File: src/rtl/uart_avalon_regs_if.sv
// Avalon-MM slave bus bundle for the UART register front-end.
// The master modport is the CPU side; the slave modport is the register block.
interface uart_avalon_regs_if;
    logic [1:0]  avs_address;
    logic        avs_read;
    logic        avs_write;
    logic [31:0] avs_writedata;
    logic [31:0] avs_readdata;

    modport master (
        output avs_address,
        output avs_read,
        output avs_write,
        output avs_writedata,
        input  avs_readdata
    );

    modport slave (
        input  avs_address,
        input  avs_read,
        input  avs_write,
        input  avs_writedata,
        output avs_readdata
    );
endinterface

File: src/rtl/uart_avalon_regs.sv
// UART register front-end: TX/RX byte FIFOs, status with sticky overflow flags,
// interrupt control and baud divisor, exposed as an Avalon-MM slave.
module uart_avalon_regs #(
    parameter int          FIFO_AW      = 4,
    parameter logic [15:0] BAUD_DIV_RST = 16'd434
) (
    input  logic                clk,
    input  logic                reset_n,
    uart_avalon_regs_if.slave   avs,
    output logic                irq,
    output logic                core_tx_valid,
    input  logic                core_tx_ready,
    output logic [7:0]          core_tx_data,
    input  logic                core_rx_strobe,
    input  logic [7:0]          core_rx_data,
    output logic [15:0]         baud_div
);
    localparam int                 DEPTH    = 1 << FIFO_AW;
    localparam logic [FIFO_AW:0]   FULL_CNT = {1'b1, {FIFO_AW{1'b0}}};
    localparam logic [FIFO_AW:0]   CNT_ONE  = {{FIFO_AW{1'b0}}, 1'b1};
    localparam logic [FIFO_AW-1:0] PTR_ONE  = {{(FIFO_AW-1){1'b0}}, 1'b1};

    localparam logic [1:0] ADDR_DATA    = 2'd0;
    localparam logic [1:0] ADDR_STATUS  = 2'd1;
    localparam logic [1:0] ADDR_CONTROL = 2'd2;
    localparam logic [1:0] ADDR_BAUD    = 2'd3;

    logic [7:0]         r_tx_mem [0:DEPTH-1];
    logic [7:0]         r_rx_mem [0:DEPTH-1];
    logic [FIFO_AW-1:0] r_tx_wr_ptr, r_tx_rd_ptr;
    logic [FIFO_AW-1:0] r_rx_wr_ptr, r_rx_rd_ptr;
    logic [FIFO_AW:0]   r_tx_count, r_rx_count;
    logic [1:0]         r_sticky;
    logic [1:0]         r_ctrl;
    logic [15:0]        r_baud;
    logic [31:0]        r_readdata;
    logic               r_irq;

    logic        w_wr_data, w_wr_status, w_wr_control, w_wr_baud;
    logic        w_rd, w_rd_data;
    logic        w_tx_full, w_tx_empty, w_rx_full, w_rx_empty;
    logic        w_tx_pop, w_tx_push, w_rx_pop, w_rx_push;
    logic [1:0]  w_sticky_set, w_sticky_clr;
    logic [31:0] w_rd_value;
    logic [7:0]  w_tx_count8, w_rx_count8;
    logic        w_unused;

    assign w_unused = &{1'b0, avs.avs_writedata[31:16]};

    // A write wins over a simultaneous read; such a read neither pops nor returns data.
    assign w_rd         = avs.avs_read && !avs.avs_write;
    assign w_rd_data    = w_rd && (avs.avs_address == ADDR_DATA);
    assign w_wr_data    = avs.avs_write && (avs.avs_address == ADDR_DATA);
    assign w_wr_status  = avs.avs_write && (avs.avs_address == ADDR_STATUS);
    assign w_wr_control = avs.avs_write && (avs.avs_address == ADDR_CONTROL);
    assign w_wr_baud    = avs.avs_write && (avs.avs_address == ADDR_BAUD);

    assign w_tx_full  = (r_tx_count == FULL_CNT);
    assign w_tx_empty = (r_tx_count == '0);
    assign w_rx_full  = (r_rx_count == FULL_CNT);
    assign w_rx_empty = (r_rx_count == '0);

    // A push into a full FIFO is only taken when the same cycle frees a slot.
    assign w_tx_pop  = !w_tx_empty && core_tx_ready;
    assign w_tx_push = w_wr_data && (!w_tx_full || w_tx_pop);
    assign w_rx_pop  = w_rd_data && !w_rx_empty;
    assign w_rx_push = core_rx_strobe && (!w_rx_full || w_rx_pop);

    // Sticky bit 0 is RX_OVR (STATUS bit 4), bit 1 is TX_OVF (STATUS bit 5).
    assign w_sticky_set[0] = core_rx_strobe && w_rx_full && !w_rx_pop;
    assign w_sticky_set[1] = w_wr_data && w_tx_full && !w_tx_pop;

    genvar gi;
    generate
        for (gi = 0; gi < 2; gi++) begin : g_sticky
            assign w_sticky_clr[gi] = w_wr_status && avs.avs_writedata[4+gi];

            always_ff @(posedge clk or negedge reset_n) begin
                if (!reset_n) begin
                    r_sticky[gi] <= 1'b0;
                end else if (w_sticky_set[gi]) begin
                    r_sticky[gi] <= 1'b1;
                end else if (w_sticky_clr[gi]) begin
                    r_sticky[gi] <= 1'b0;
                end
            end
        end
    endgenerate

    always_ff @(posedge clk) begin
        if (w_tx_push) begin
            r_tx_mem[r_tx_wr_ptr] <= avs.avs_writedata[7:0];
        end
        if (w_rx_push) begin
            r_rx_mem[r_rx_wr_ptr] <= core_rx_data;
        end
    end

    always_ff @(posedge clk or negedge reset_n) begin
        if (!reset_n) begin
            r_tx_wr_ptr <= '0;
            r_tx_rd_ptr <= '0;
            r_tx_count  <= '0;
            r_rx_wr_ptr <= '0;
            r_rx_rd_ptr <= '0;
            r_rx_count  <= '0;
        end else begin
            if (w_tx_push) begin
                r_tx_wr_ptr <= r_tx_wr_ptr + PTR_ONE;
            end
            if (w_tx_pop) begin
                r_tx_rd_ptr <= r_tx_rd_ptr + PTR_ONE;
            end
            r_tx_count <= r_tx_count + (w_tx_push ? CNT_ONE : '0) - (w_tx_pop ? CNT_ONE : '0);
            if (w_rx_push) begin
                r_rx_wr_ptr <= r_rx_wr_ptr + PTR_ONE;
            end
            if (w_rx_pop) begin
                r_rx_rd_ptr <= r_rx_rd_ptr + PTR_ONE;
            end
            r_rx_count <= r_rx_count + (w_rx_push ? CNT_ONE : '0) - (w_rx_pop ? CNT_ONE : '0);
        end
    end

    assign w_tx_count8 = 8'(r_tx_count);
    assign w_rx_count8 = 8'(r_rx_count);

    always_comb begin
        w_rd_value = '0;
        case (avs.avs_address)
            ADDR_DATA: begin
                if (!w_rx_empty) begin
                    w_rd_value = {16'h0000, 1'b1, 7'b0, r_rx_mem[r_rx_rd_ptr]};
                end
            end
            ADDR_STATUS: begin
                w_rd_value = {8'h00, w_tx_count8, w_rx_count8, 2'b00, r_sticky[1], r_sticky[0],
                              w_rx_full, w_rx_empty, w_tx_empty, w_tx_full};
            end
            ADDR_CONTROL: begin
                w_rd_value = {30'b0, r_ctrl};
            end
            default: begin
                w_rd_value = {16'h0000, r_baud};
            end
        endcase
    end

    // Readdata and irq sample pre-update state, so both lag the bus/FIFO by one cycle.
    always_ff @(posedge clk or negedge reset_n) begin
        if (!reset_n) begin
            r_readdata <= '0;
            r_ctrl     <= 2'b00;
            r_baud     <= BAUD_DIV_RST;
            r_irq      <= 1'b0;
        end else begin
            r_readdata <= w_rd ? w_rd_value : '0;
            if (w_wr_control) begin
                r_ctrl <= avs.avs_writedata[1:0];
            end
            if (w_wr_baud) begin
                r_baud <= (avs.avs_writedata[15:0] == 16'h0000) ? 16'h0001 : avs.avs_writedata[15:0];
            end
            r_irq <= (r_ctrl[0] && !w_rx_empty) || (r_ctrl[1] && w_tx_empty) || r_sticky[0];
        end
    end

    assign avs.avs_readdata = r_readdata;
    assign irq              = r_irq;
    assign baud_div         = r_baud;
    assign core_tx_valid    = !w_tx_empty;
    assign core_tx_data     = w_tx_empty ? 8'h00 : r_tx_mem[r_tx_rd_ptr];

endmodule

File: src/flat_wrapper.sv
// flat-port wrapper written by rule: the top's interface ports become plain ports
module uart_avalon_regs_flat 
#(
    parameter int          FIFO_AW      = 4,
    parameter logic [15:0] BAUD_DIV_RST = 16'd434
)
  (clk, reset_n, irq, core_tx_valid, core_tx_ready, core_tx_data, core_rx_strobe, core_rx_data, baud_div, avs_avs_address, avs_avs_read, avs_avs_write, avs_avs_writedata, avs_avs_readdata);
  uart_avalon_regs_if avs_i ();
  input  logic clk;
  input  logic reset_n;
  output logic irq;
  output logic core_tx_valid;
  input  logic core_tx_ready;
  output logic [7:0] core_tx_data;
  input  logic core_rx_strobe;
  input  logic [7:0] core_rx_data;
  output logic [15:0] baud_div;
  input wire logic [$bits(avs_i.avs_address)-1:0] avs_avs_address;
  input wire logic [$bits(avs_i.avs_read)-1:0] avs_avs_read;
  input wire logic [$bits(avs_i.avs_write)-1:0] avs_avs_write;
  input wire logic [$bits(avs_i.avs_writedata)-1:0] avs_avs_writedata;
  output wire logic [$bits(avs_i.avs_readdata)-1:0] avs_avs_readdata;
  assign avs_i.avs_address = avs_avs_address;
  assign avs_i.avs_read = avs_avs_read;
  assign avs_i.avs_write = avs_avs_write;
  assign avs_i.avs_writedata = avs_avs_writedata;
  assign avs_avs_readdata = avs_i.avs_readdata;
  uart_avalon_regs #(.FIFO_AW(FIFO_AW), .BAUD_DIV_RST(BAUD_DIV_RST)) u_core (.clk(clk), .reset_n(reset_n), .avs(avs_i), .irq(irq), .core_tx_valid(core_tx_valid), .core_tx_ready(core_tx_ready), .core_tx_data(core_tx_data), .core_rx_strobe(core_rx_strobe), .core_rx_data(core_rx_data), .baud_div(baud_div));
endmodule
File: config.mk
export PLATFORM = sky130hd
export DESIGN_NAME = uart_avalon_regs_flat
export DESIGN_NICKNAME = d
export VERILOG_FILES = /design/src/rtl/uart_avalon_regs_if.sv /design/src/rtl/uart_avalon_regs.sv /design/src/flat_wrapper.sv
export SDC_FILE = /design/constraint.sdc
export NUM_CORES = 1
export LEC_CHECK = 0
export ABC_AREA = 0
export CORE_ASPECT_RATIO = 0.9
export CORE_UTILIZATION = 40
export CTS_BUF_LIST = sky130_fd_sc_hd__clkbuf_4
export CTS_CLUSTER_DIAMETER = 30
export DETAILED_ROUTE_END_ITERATION = 10
export SYNTH_ARGS = -nofsm -noshare
export SYNTH_HDL_FRONTEND = slang
export SYNTH_SLANG_ARGS = --single-unit
File: constraint.sdc
create_clock -name clk -period 2.8 [get_ports clk]
set_clock_uncertainty 0.05 [all_clocks]
set_input_delay 0.56 -clock clk [delete_from_list [all_inputs] [get_ports clk]]
set_output_delay 0.56 -clock clk [all_outputs]
set_load 0.02 [all_outputs]
# [Word level (Yosys, flattened, before mapping)]
# Memories as Yosys holds them, arrays and structs flattened.
# Index checks and enable logic that the tools add are counted.
[classes] n_addsub=8 eq_ne=5 n_mux=17 n_reduce_logical=35
[op_table] op="$pmux W21 S3" n=1
[op_table] op="$mux W16" n=2
[op_table] op="$mux W21" n=1
[op_table] op="$logic_and A1 B1 Y1" n=18
[op_table] op="$add A4 B1 Y4 const B" n=4
[op_table] op="$logic_not A16 Y1" n=1
[op_table] op="$mux W1" n=12
[op_table] op="$add A5 B5 Y5" n=2
[op_table] op="$eq A5 B5 Y1 const B" n=2
[op_table] op="$logic_not A5 Y1" n=2
[op_table] op="$sub A5 B5 Y5" n=2
[op_table] op="$mux W8" n=1
[op_table] op="$logic_not A1 Y1" n=7
[op_table] op="$eq A2 B2 Y1 const B" n=2
[op_table] op="$logic_or A1 B1 Y1" n=4
[op_table] op="$reduce_bool A2 Y1" n=2
[op_table] op="$eq A2 B1 Y1 const B" n=1
[op_table] op="$logic_not A2 Y1" n=1
[word_totals] ff_bits=79 ramBits=256 input_bits=48 out_inout_bits=58 word_cells=79 memories=2
[memory_table] memory="u_core.r_rx_mem" depth=16 width=8 read_ports=1 rd_clocked_by_memory_dff=0 write_ports=1 line_no="uart_avalon_regs.sv:29" rtl="logic [7:0] r_rx_mem [0:DEPTH-1];"
[memory_table] memory="u_core.r_tx_mem" depth=16 width=8 read_ports=1 rd_clocked_by_memory_dff=0 write_ports=1 line_no="uart_avalon_regs.sv:28" rtl="logic [7:0] r_tx_mem [0:DEPTH-1];"

# [Longest topological paths before layout]
# Gate-level depths: netlist of the first run.
[depth] word_depth=9 mapped_depth=13 ltp_nobuf=13

# [Worst setup path before layout of the first run]
# No wires, ideal clock.
[synth_path] path_type="register to register" startpoint="register u_core.r_rx_count[3]" endpoint="register u_core.r_rx_count[4]" setup_ns=0.123 arrival_ns=2.526 required_time_ns=2.627 path_slack_ns=0.101 stages_incl_launch_ff=14 path_buffers=0 synth_period_minus_slack_ns=2.699 cell_sequence="dfrtp_1 -> inv_1 -> ha_1 -> or4b_1 -> nand2_1 -> inv_2 -> ha_1 -> inv_1 -> ha_1 -> fa_1 -> a21oi_1 -> nor2_1 -> nor2_1 -> xnor2_1"
[synth_via] elab_chain_len=8 elab_cells_between_ends=11 classes_between="add/sub (2); eq/ne (1); mux (2); reduce/logical (6)"
[synth_rtl] item="from (decl)" line_no="uart_avalon_regs.sv:32" rtl="logic [FIFO_AW:0] r_tx_count, r_rx_count;"
[synth_rtl] item="from (signal assigned)" line_no="uart_avalon_regs.sv:121" rtl="r_rx_count <= r_rx_count + (w_rx_push ? CNT_ONE : '0) - (w_rx_pop ? CNT_ONE : '0);"
[synth_rtl] item="$logic_not A5 Y1 *" line_no="uart_avalon_regs.sv:61" rtl="assign w_rx_empty = (r_rx_count == '0);"
[synth_rtl] item="$logic_not A1 Y1 *" line_no="uart_avalon_regs.sv:66" rtl="assign w_rx_pop = w_rd_data && !w_rx_empty;"
[synth_rtl] item="$logic_and A1 B1 Y1 *" line_no="uart_avalon_regs.sv:66"
[synth_rtl] item="via u_core.w_rx_pop" line_no="uart_avalon_regs.sv:42" rtl="logic w_tx_pop, w_tx_push, w_rx_pop, w_rx_push;"
[synth_rtl] item="$logic_or A1 B1 Y1" line_no="uart_avalon_regs.sv:67" rtl="assign w_rx_push = core_rx_strobe && (!w_rx_full || w_rx_pop);"
[synth_rtl] item="$logic_and A1 B1 Y1" line_no="uart_avalon_regs.sv:67"
[synth_rtl] item="$mux W1" line_no="uart_avalon_regs.sv:121"
[synth_rtl] item="$add A5 B5 Y5" line_no="uart_avalon_regs.sv:121"
[synth_rtl] item="$sub A5 B5 Y5 *" line_no="uart_avalon_regs.sv:121"
# The timed path passes the listed nets; every way through them passes the cells marked *.
# A chain may end at the register's enable or synchronous reset.

# [Worst setup path after layout of the first run]
[layout_path] startpoint="register u_core.r_tx_rd_ptr[0]" endpoint="output core_tx_data[3]"
[layout_via] elab_chain_len=2
[layout_rtl] item="from (decl)" line_no="uart_avalon_regs.sv:30" rtl="logic [FIFO_AW-1:0] r_tx_wr_ptr, r_tx_rd_ptr;"
[layout_rtl] item="from (signal assigned)" line_no="uart_avalon_regs.sv:112" rtl="r_tx_rd_ptr <= r_tx_rd_ptr + PTR_ONE;"
[layout_rtl] item="$mem_v2 Z16 W8"
[layout_rtl] item="$mux W8" line_no="uart_avalon_regs.sv:172" rtl="assign core_tx_data = w_tx_empty ? 8'h00 : r_tx_mem[r_tx_rd_ptr];"
[layout_rtl] item="to (decl)" line_no="flat_wrapper.sv:14" rtl="output logic [7:0] core_tx_data;"
# Every way passes these cells.

==> results of run 1 <==
==> cell families after synthesis <==
| kind of cell | synth area share, % |
|---|---|
| xor gates and xnor gates | 1.32 |
| and+or+nand+nor | 5.35 |
| other | 0.0283 |
| muxes | 14.1 |
| DFF | 70.9 |
| adders and majority gates | 2.29 |
| AOI/OAI and AO/OA | 3.38 |
| buffers and inverters | 2.65 |
==> metrics by stage <==
step	area [um^2]	TNS, ns
after global placement	15400	-1.33
after floorplan	13300	0
final	16800	-2.26
after CTS	16800	-2.73
after detailed placement	15400	-3.98
after global routing	16800	-3.16
==> placed cells by master (no fill, tap or decap), types with 7 or more instances in the layout <==
| cell type | synthesis | layout |
|---|---|---|
| buf_6 | 3 | 7 |
| a21oi_1 | 8 | 7 |
| and3_1 | 8 | 8 |
| conb_1 | 1 | 11 |
| mux2_2 | 18 | 18 |
| o22ai_1 | 12 | 9 |
| clkbuf_4 | 0 | 134 |
| buf_4 | 14 | 62 |
| a22oi_1 | 7 | 7 |
| edfxtp_1 | 256 | 256 |
| clkinv_2 | 0 | 7 |
| clkinv_1 | 0 | 12 |
| nor2_1 | 14 | 14 |
| and2_1 | 20 | 20 |
| clkdlybuf4s50_1 | 0 | 68 |
| buf_12 | 0 | 32 |
| mux2i_1 | 49 | 39 |
| nor3b_1 | 8 | 8 |
| inv_1 | 21 | 17 |
| mux4_2 | 52 | 52 |
| xnor2_1 | 16 | 16 |
| ha_1 | 21 | 19 |
| inv_2 | 3 | 7 |
| nand2_1 | 26 | 25 |
| dfrtp_1 | 63 | 61 |
==> synth_stat cells (5+ instances only) <==
cell      instances
mux2i_1          49
nor2_1           14
clkbuf_1         10
a22oi_1           7
and2_1           20
inv_1            21
o22ai_1          12
xnor2_1          16
dfstp_2           5
buf_4            14
nor3b_1           8
mux4_2           52
dfrtp_1          63
edfxtp_1        256
a32oi_1           6
mux2_2           18
nor2b_1           5
nor3_1            6
buf_2            14
nand4_1           6
and3_1            8
nand2_1          26
a21oi_1           8
o21ai_1           5
ha_1             21
==> critical path: stages, from the launching register on <==
cell     delay [ns]
dfrtp_2        0.46
buf_12         0.16
buf_12         0.11
mux4_2         0.51
mux2i_2        0.22
o22ai_1        0.15
buf_2          0.19
==> registers in the layout, summed over array words and instances (netlist names), 5 cells and up <==
name	cells
u_core.baud_div	16
u_core.r_tx_mem	128
u_core.r_tx_count	5
u_core.r_rx_count	5
u_core.avs.avs_readdata	21
u_core.r_rx_mem	128
==> repair_timing <==
action / CTS / global route
pin swaps: 5 / 4
hold buffers: 1 / 0
hold endpoints to repair: 33 / 0
endpoints found under the setup margin: 9 / 10
cloned: 3 / 0
buffers inserted: 5 / 2
gates resized for setup: 64 / 16
==> worst min-delay path by stage <==
stage	to	slack, ns	cells past startpoint
finish	u_core.avs.avs_readdata[0]	0.31	2
global route	u_core.avs.avs_readdata[0]	0.32	2
CTS	u_core.r_rx_rd_ptr[3]	0.28	2
detailed placement	u_core.avs.avs_readdata[13]	0.45	1
global placement	u_core.avs.avs_readdata[13]	0.44	1
floorplan	u_core.avs.avs_readdata[0]	0.21	0
==> power by group <==
group	leakage [nW]	internal, mW	switching, mW	total (mW)
clock	0.714	2.47	1.92	4.39
sequential	3.15	5.73	0.470	6.20
combinational	2.31	2.61	2.49	5.09
==> routing by layer <==
layer | GRT usage (%) | up-vias
met2 | 27.2 | 244
met4 | 6.71 | 0
li1 | - | 3401
met3 | 4.94 | 43
met5 | 0 | -
met1 | 27.2 | 3764
==> final cells by class <==
type | count | area [um^2]
Antenna cell | 1 | 2.50
Clock buffer | 134 | 1010
Clock inverter | 26 | 203
Fill cell | 2650 | 15400
Inverter | 24 | 90.1
Multi-Input combinational cell | 353 | 3670
Sequential cell | 324 | 9400
Tap cell | 416 | 520
Timing Repair Buffer | 176 | 1960
==> metrics.md, run 1 <==
| Metric | Value |
|---|---|
| Fin nets | 1,038 |
| Critical Path RT | 2.19 ns |
| FF-to-FF Start | u_core.r_rx_count[2] |
| Slew margin rel. | 26.0% |
| Synth Instances | 736 |
| Design Power | between 15 and 20 mW |
| Number of max-cap violations | 0 |
| Met2 WL | about 14,000 um |
| Layout Cells excl Fill | 1,454 |
| Drt first-iter violations | between 400 and 500 |
| Crit path from | u_core.r_tx_rd_ptr[0] |
| Clk slew on worst S/H paths | approximately 0.06 ns |
| Die Y | 175 um |
| CTS Buffer Depth | 3 |
| Fin crit period | around 3.1 ns |
| Worst-Margin Slew | between 1 and 1.5 ns |
| Hpwl dp | roughly 21,000 um |
| GRT Resource Usage Total | 18.7% |
| Placed insts | about 1,300 |
| Number of vias in the routed layout | 7,452 |
| Yosys cell types | 59 |
| Crit Path Category | reg2out |
| Area leader, netlist | edfxtp_1 |
| CP Launch Type | register |
| Unrepaired setup endpoints after global routing | yes |
| Crit path capture | core_tx_data[3] |
| CTS tree | built |
| Vias in the first global route | 7,782 |
| Setup crit end kind | output pin |
| Initial antenna violation count | 1 |
| Finish-stage setup viols | 8 |
| Total CTS buffers | 88 |
| Layout area overhead | 27.1% |
| Die X | between 150 and 200 um |
| Worst skew pair latency | about 0.74 ns |
| Failing checks | setup timing |
| H-tree levels | 3 |
| Hold Slack | approximately 0.31 ns |
| Max Slew Vio Count | 0 |
| Effective utilization at floorplan | 41.1% |
| Run status | complete, but fails checks |
| Largest net degree at the start of global routing | 38 |
| Std-Cell Rows | a little over 60 |
| Wire length on met3 | 2130 um |
| Post-synthesis sequential area ratio | 70.9% |
| Synthesis Warnings | 0 |
| Pre-antenna DRT Iters | 5 |
| Dominant cells by area after synthesis | edfxtp_1, dfrtp_1, mux4_2 |
| Final number of hold-violating endpoints | 0 |
| Vias per inst | approximately 5 |
| Worst min path class | in2async |
| Post-route ant nets | 0 |
| Top cell type's share of synthesized area | slightly below 60% |
| Met1 wire length | ~14,000 um |
| Ports | between 100 and 150 |
| Layout cell share with drive strength beyond 1 | roughly a third |
| EDFF count, synth | around 260 |
| Clock Sink Count | ~320 |
| Worst R2R End | u_core.r_rx_count[4] |
| WL per Instance | between 20 and 25 um |
| Crit share post-route | 112% |
| Leak Pwr | slightly above 6 nW |
| Root Buffer | clkbuf_4 |
| Congestion Overflow GR | 0 |
| Core area | roughly 0.032 mm^2 |
| I/O Buffers | roughly 80 |
| Synthesized flop and latch total | ~320 |
| Async SR Flop Fraction | about a fifth |
| Top FF cell, synth | edfxtp_1 |
| R2r worst-path depth | 13 |
| Die ar. | 0.0339 mm^2 |
| Peak supply drop | 0.000438 V |
| Top sig layer | met4 |
| Cell Area, Synth | between 0.01 and 0.015 mm^2 |
| First-pass GRT wire length | 46,600 um |
| Setup WS post-layout | -0.328 ns |
| Final WL | 30,600 um |
| Drt drc | 0 |
| Data arrival time of the critical path | approximately 2.5 ns |
| Fin util | ~52% |
| GPL Wtd Cong | 0.753 |
| Cell area power density | about 930 mW/mm^2 |
| Slack of the worst reg-to-reg path | between 0.15 and 0.2 ns |
| Pre-CTS setup slack | -0.325 ns |
| Syn Area/Cell | 18.0 um^2 |
| Highest clock rate | about 0.32 GHz |
| Max FO, Critical Path | 4 |
No activity file was read; power rests on OpenSTA's default activity.
==> run 2, diff against run 1 <==
--- a/config.mk
+++ b/config.mk
@@ -7,10 +7,12 @@
 export LEC_CHECK = 0
 export ABC_AREA = 0
 export CORE_ASPECT_RATIO = 0.9
-export CORE_UTILIZATION = 40
+export CORE_MARGIN = 3
+export CORE_UTILIZATION = 49
 export CTS_BUF_LIST = sky130_fd_sc_hd__clkbuf_4
 export CTS_CLUSTER_DIAMETER = 30
 export DETAILED_ROUTE_END_ITERATION = 10
+export PLACE_DENSITY = 0.72
 export SYNTH_ARGS = -nofsm -noshare
 export SYNTH_HDL_FRONTEND = slang
 export SYNTH_SLANG_ARGS = --single-unit
==> run 2 against run 1 <==
The run still ends with setup timing left. Combinational power fell by 3%. Die area decreased by 14%. Global-route usage grew 1.7 points. Critical path type unchanged. Largest cell class unchanged.
==> metrics.md, run 2 (synthesis results as in run 1) <==
| Metric | Value |
|---|---|
| Crit path capture | core_tx_data[2] |
| Total CTS buffers | 83 (-5.7%) |
| Drt drc | 0 (unchanged) |
| Clock Sink Count | 324 (unchanged) |
| Core area | 0.0263 mm^2 (-18%) |
| Root Buffer | clkbuf_4 |
| Multi-input logic area | 0.00362 mm^2 (-1.4%) |
| Run status | complete, but fails checks |
| Failing checks | setup timing |
| R2r worst-path depth | 13 (unchanged) |
| Final WL | 28,900 um (-5.4%) |
| Hpwl dp | 19,200 um (-6.7%) |
| Switch Pwr | 4.65 mW (-4.6%) |
| GRT Resource Usage Total | 20.4% (+1.7 points) |
| Clk slew on worst S/H paths | 0.07 ns (about the same) |
| Die X | 179 um (-7.5%) |
| Largest net degree at the start of global routing | 39 (+2.6%) |
| Comb pwr share | 32.8% (+0.3 points) |
| Critical Path RT | 2.19 ns (about the same) |
| Crit share post-route | 107% (-4.7 points) |
| Fin crit period | 3.00 ns (-0.131 ns) |
| H-tree levels | 3 (unchanged) |
| Fin nets | 1,036 (-0.19%) |
| Congestion Overflow GR | 0 (unchanged) |
| Setup TNS | -1.47 ns (+0.792 ns) |
| GPL Wtd Cong | 0.783 (+4.0%) |
| Number of max-cap violations | 0 (unchanged) |
| Worst R2R End | u_core.r_rx_count[4] |
| I/O Buffers | 78 (unchanged) |
| Initial antenna violation count | 1 (unchanged) |
| Drt first-iter violations | 553 (+15%) |
| Highest clock rate | 0.334 GHz (+4.4%) |
| FF-to-FF Start | u_core.r_rx_count[2] |
| Slack of the worst reg-to-reg path | 0.11 ns (-0.05 ns) |
| Layout cell share with drive strength beyond 1 | 33.7% (-1.2 points) |
| Crit Path Category | reg2out |
| Sw frac | 31.0% (-0.12 points) |
| Worst skew pair latency | 0.69 ns (-0.05 ns) |
| Filler Cells Inserted | 1,913 (-28%) |
| First-pass GRT wire length | 44,200 um (-5.1%) |
| Fin util | 62.9% (+11 points) |
| Data arrival time of the critical path | 2.39 ns (-0.13 ns) |
| Max FO, Critical Path | 5 (+1) |
| Layout area overhead | 25.1% |
| Number of vias in the routed layout | 7,575 (+1.7%) |
| Pre-antenna DRT Iters | 5 (unchanged) |
| Leak Pwr | 6.11 nW (-1.1%) |
| Unrepaired setup endpoints after global routing | yes |
| Finish-stage setup viols | 8 (unchanged) |
| CP Launch Type | register |
| Effective utilization at floorplan | 50.3% (+9.2 points) |
| Post-route ant nets | 0 (unchanged) |
| Vias per inst | 5.53 (+7.8%) |
| Hold Slack | 0.329 ns (+0.0149 ns) |
| Crit path from | u_core.r_tx_rd_ptr[0] |
| Worst min path class | in2async |
| Die Y | 162 um (-7.2%) |
| Slew margin rel. | 53.8% (+28 points) |
| Clock share of power | 25.9% (-2.1 points) |
| CTS Buffer Depth | 3 (unchanged) |
| Max Slew Vio Count | 0 (unchanged) |
| WL per Instance | 21.1 um (+0.31%) |
| Worst-Margin Slew | 0.693 ns (-0.407 ns) |
| Register area | 0.00940 mm^2 (unchanged) |
| Peak supply drop | 0.000430 V (-1.7%) |
| Setup WS post-layout | -0.196 ns (+0.131 ns) |
| Vias in the first global route | 7,884 (+1.3%) |
| Cell area power density | 906 mW/mm^2 (-2.7%) |
| Pint | 10.4 mW (-4.1%) |
| CTS tree | built |
| Ports | 106 (unchanged) |
| Final number of hold-violating endpoints | 0 (unchanged) |
| Die ar. | 0.0291 mm^2 (-14%) |
| Most frequent cells in the layout | edfxtp_1, clkbuf_4, buf_4, clkdlybuf4s50_1, dfrtp_1 |
| Setup crit end kind | output pin |
| Flop pwr share | 41.3% (+1.8 points) |
| Std-Cell Rows | 56 (-9.7%) |
| Most common cell after layout, fill and taps aside | edfxtp_1 |
[run 2: changes by cell type in the layout (fill, tap and decap cells not counted), moves of 3 or more]
| cell | delta |
|---|---|
| mux2i_4 | -3 |
| inv_6 | +4 |
| buf_4 | +7 |
| buf_2 | -3 |
| clkinv_1 | -6 |
| inv_1 | +3 |
| mux2i_1 | +4 |
| inv_2 | -3 |
| clkbuf_4 | -10 |
| bufinv_16 | -3 |
[run 2: how the worst min path moves through the flow]
stage                                  endpoint                 from  depth (start not counted)  slack [ns]
global route                   u_core.r_ctrl[0]              reset_n                          2        0.34
finish                    u_core.r_tx_rd_ptr[3]              reset_n                          2        0.33
floorplan            u_core.avs.avs_readdata[0]              reset_n                          0        0.21
detailed placement  u_core.avs.avs_readdata[15]  u_core.baud_div[15]                          2        0.44
CTS                       u_core.r_tx_rd_ptr[3]              reset_n                          2        0.29
global placement    u_core.avs.avs_readdata[13]  u_core.baud_div[13]                          1        0.44
[run 2: layout make-up]
type                       count  area share (%)
tap                          348            2.63
sequential                   324            56.7
inverter                      24           0.544
antenna                        1          0.0151
timing repair buffer         179            12.0
multi-input combinational    353            21.8
clock inverter                18           0.642
clock buffer                 124            5.62
[run 2: layer usage]
| metal | up-vias | track usage, % | share of wire (%) |
|---|---|---|---|
| li1 | 3378 | - | - |
| met1 | 3838 | 28.7 | 41 |
| met2 | 311 | 31.4 | 48 |
| met3 | 48 | 6.15 | 8.8 |
| met4 | 0 | 5.73 | 1.8 |
| met5 | - | 0 | 0 |
[run 2: power groups by stage]
stage                     sequential, mW  clock [mW]  combinational (mW)
final                               6.20        3.89                4.92
after global routing                6.28        4.27                5.30
after CTS                           6.21        3.99                4.84
after detailed placement            6.30           0                4.55
after global placement              6.27           0                4.45
after floorplan                     6.13           0                2.95
[run 2: what timing repair did]
item / 4_1_cts / 5_1_grt
hold buffers: 1 / 0
endpoints found under the setup margin: 9 / 10
pin swaps: 6 / 4
resized for setup: 56 / 13
cloned: 3 / 1
hold endpoints to repair: 35 / 0
setup buffers: 7 / 1
[run 2: metrics by stage]
step                total power [mW]  std cells  worst slack (ns)  instance area (um^2)
floorplan                       9.08        746             0.101                 13300
global placement                10.7       1217            -0.234                 15300
detailed placement              10.8       1217            -0.269                 15300
CTS                             15.0       1368            -0.275                 16500
global route                    15.8       1371            -0.291                 16600
finish                          15.0       1371            -0.196                 16600
[run 2: worst max-delay path, cell delays in order, from the launching register on]
cell	delay, ns
dfrtp_2	0.44
buf_6	0.14
buf_12	0.12
mux4_2	0.51
mux2i_2	0.21
o22ai_1	0.10
buf_4	0.16
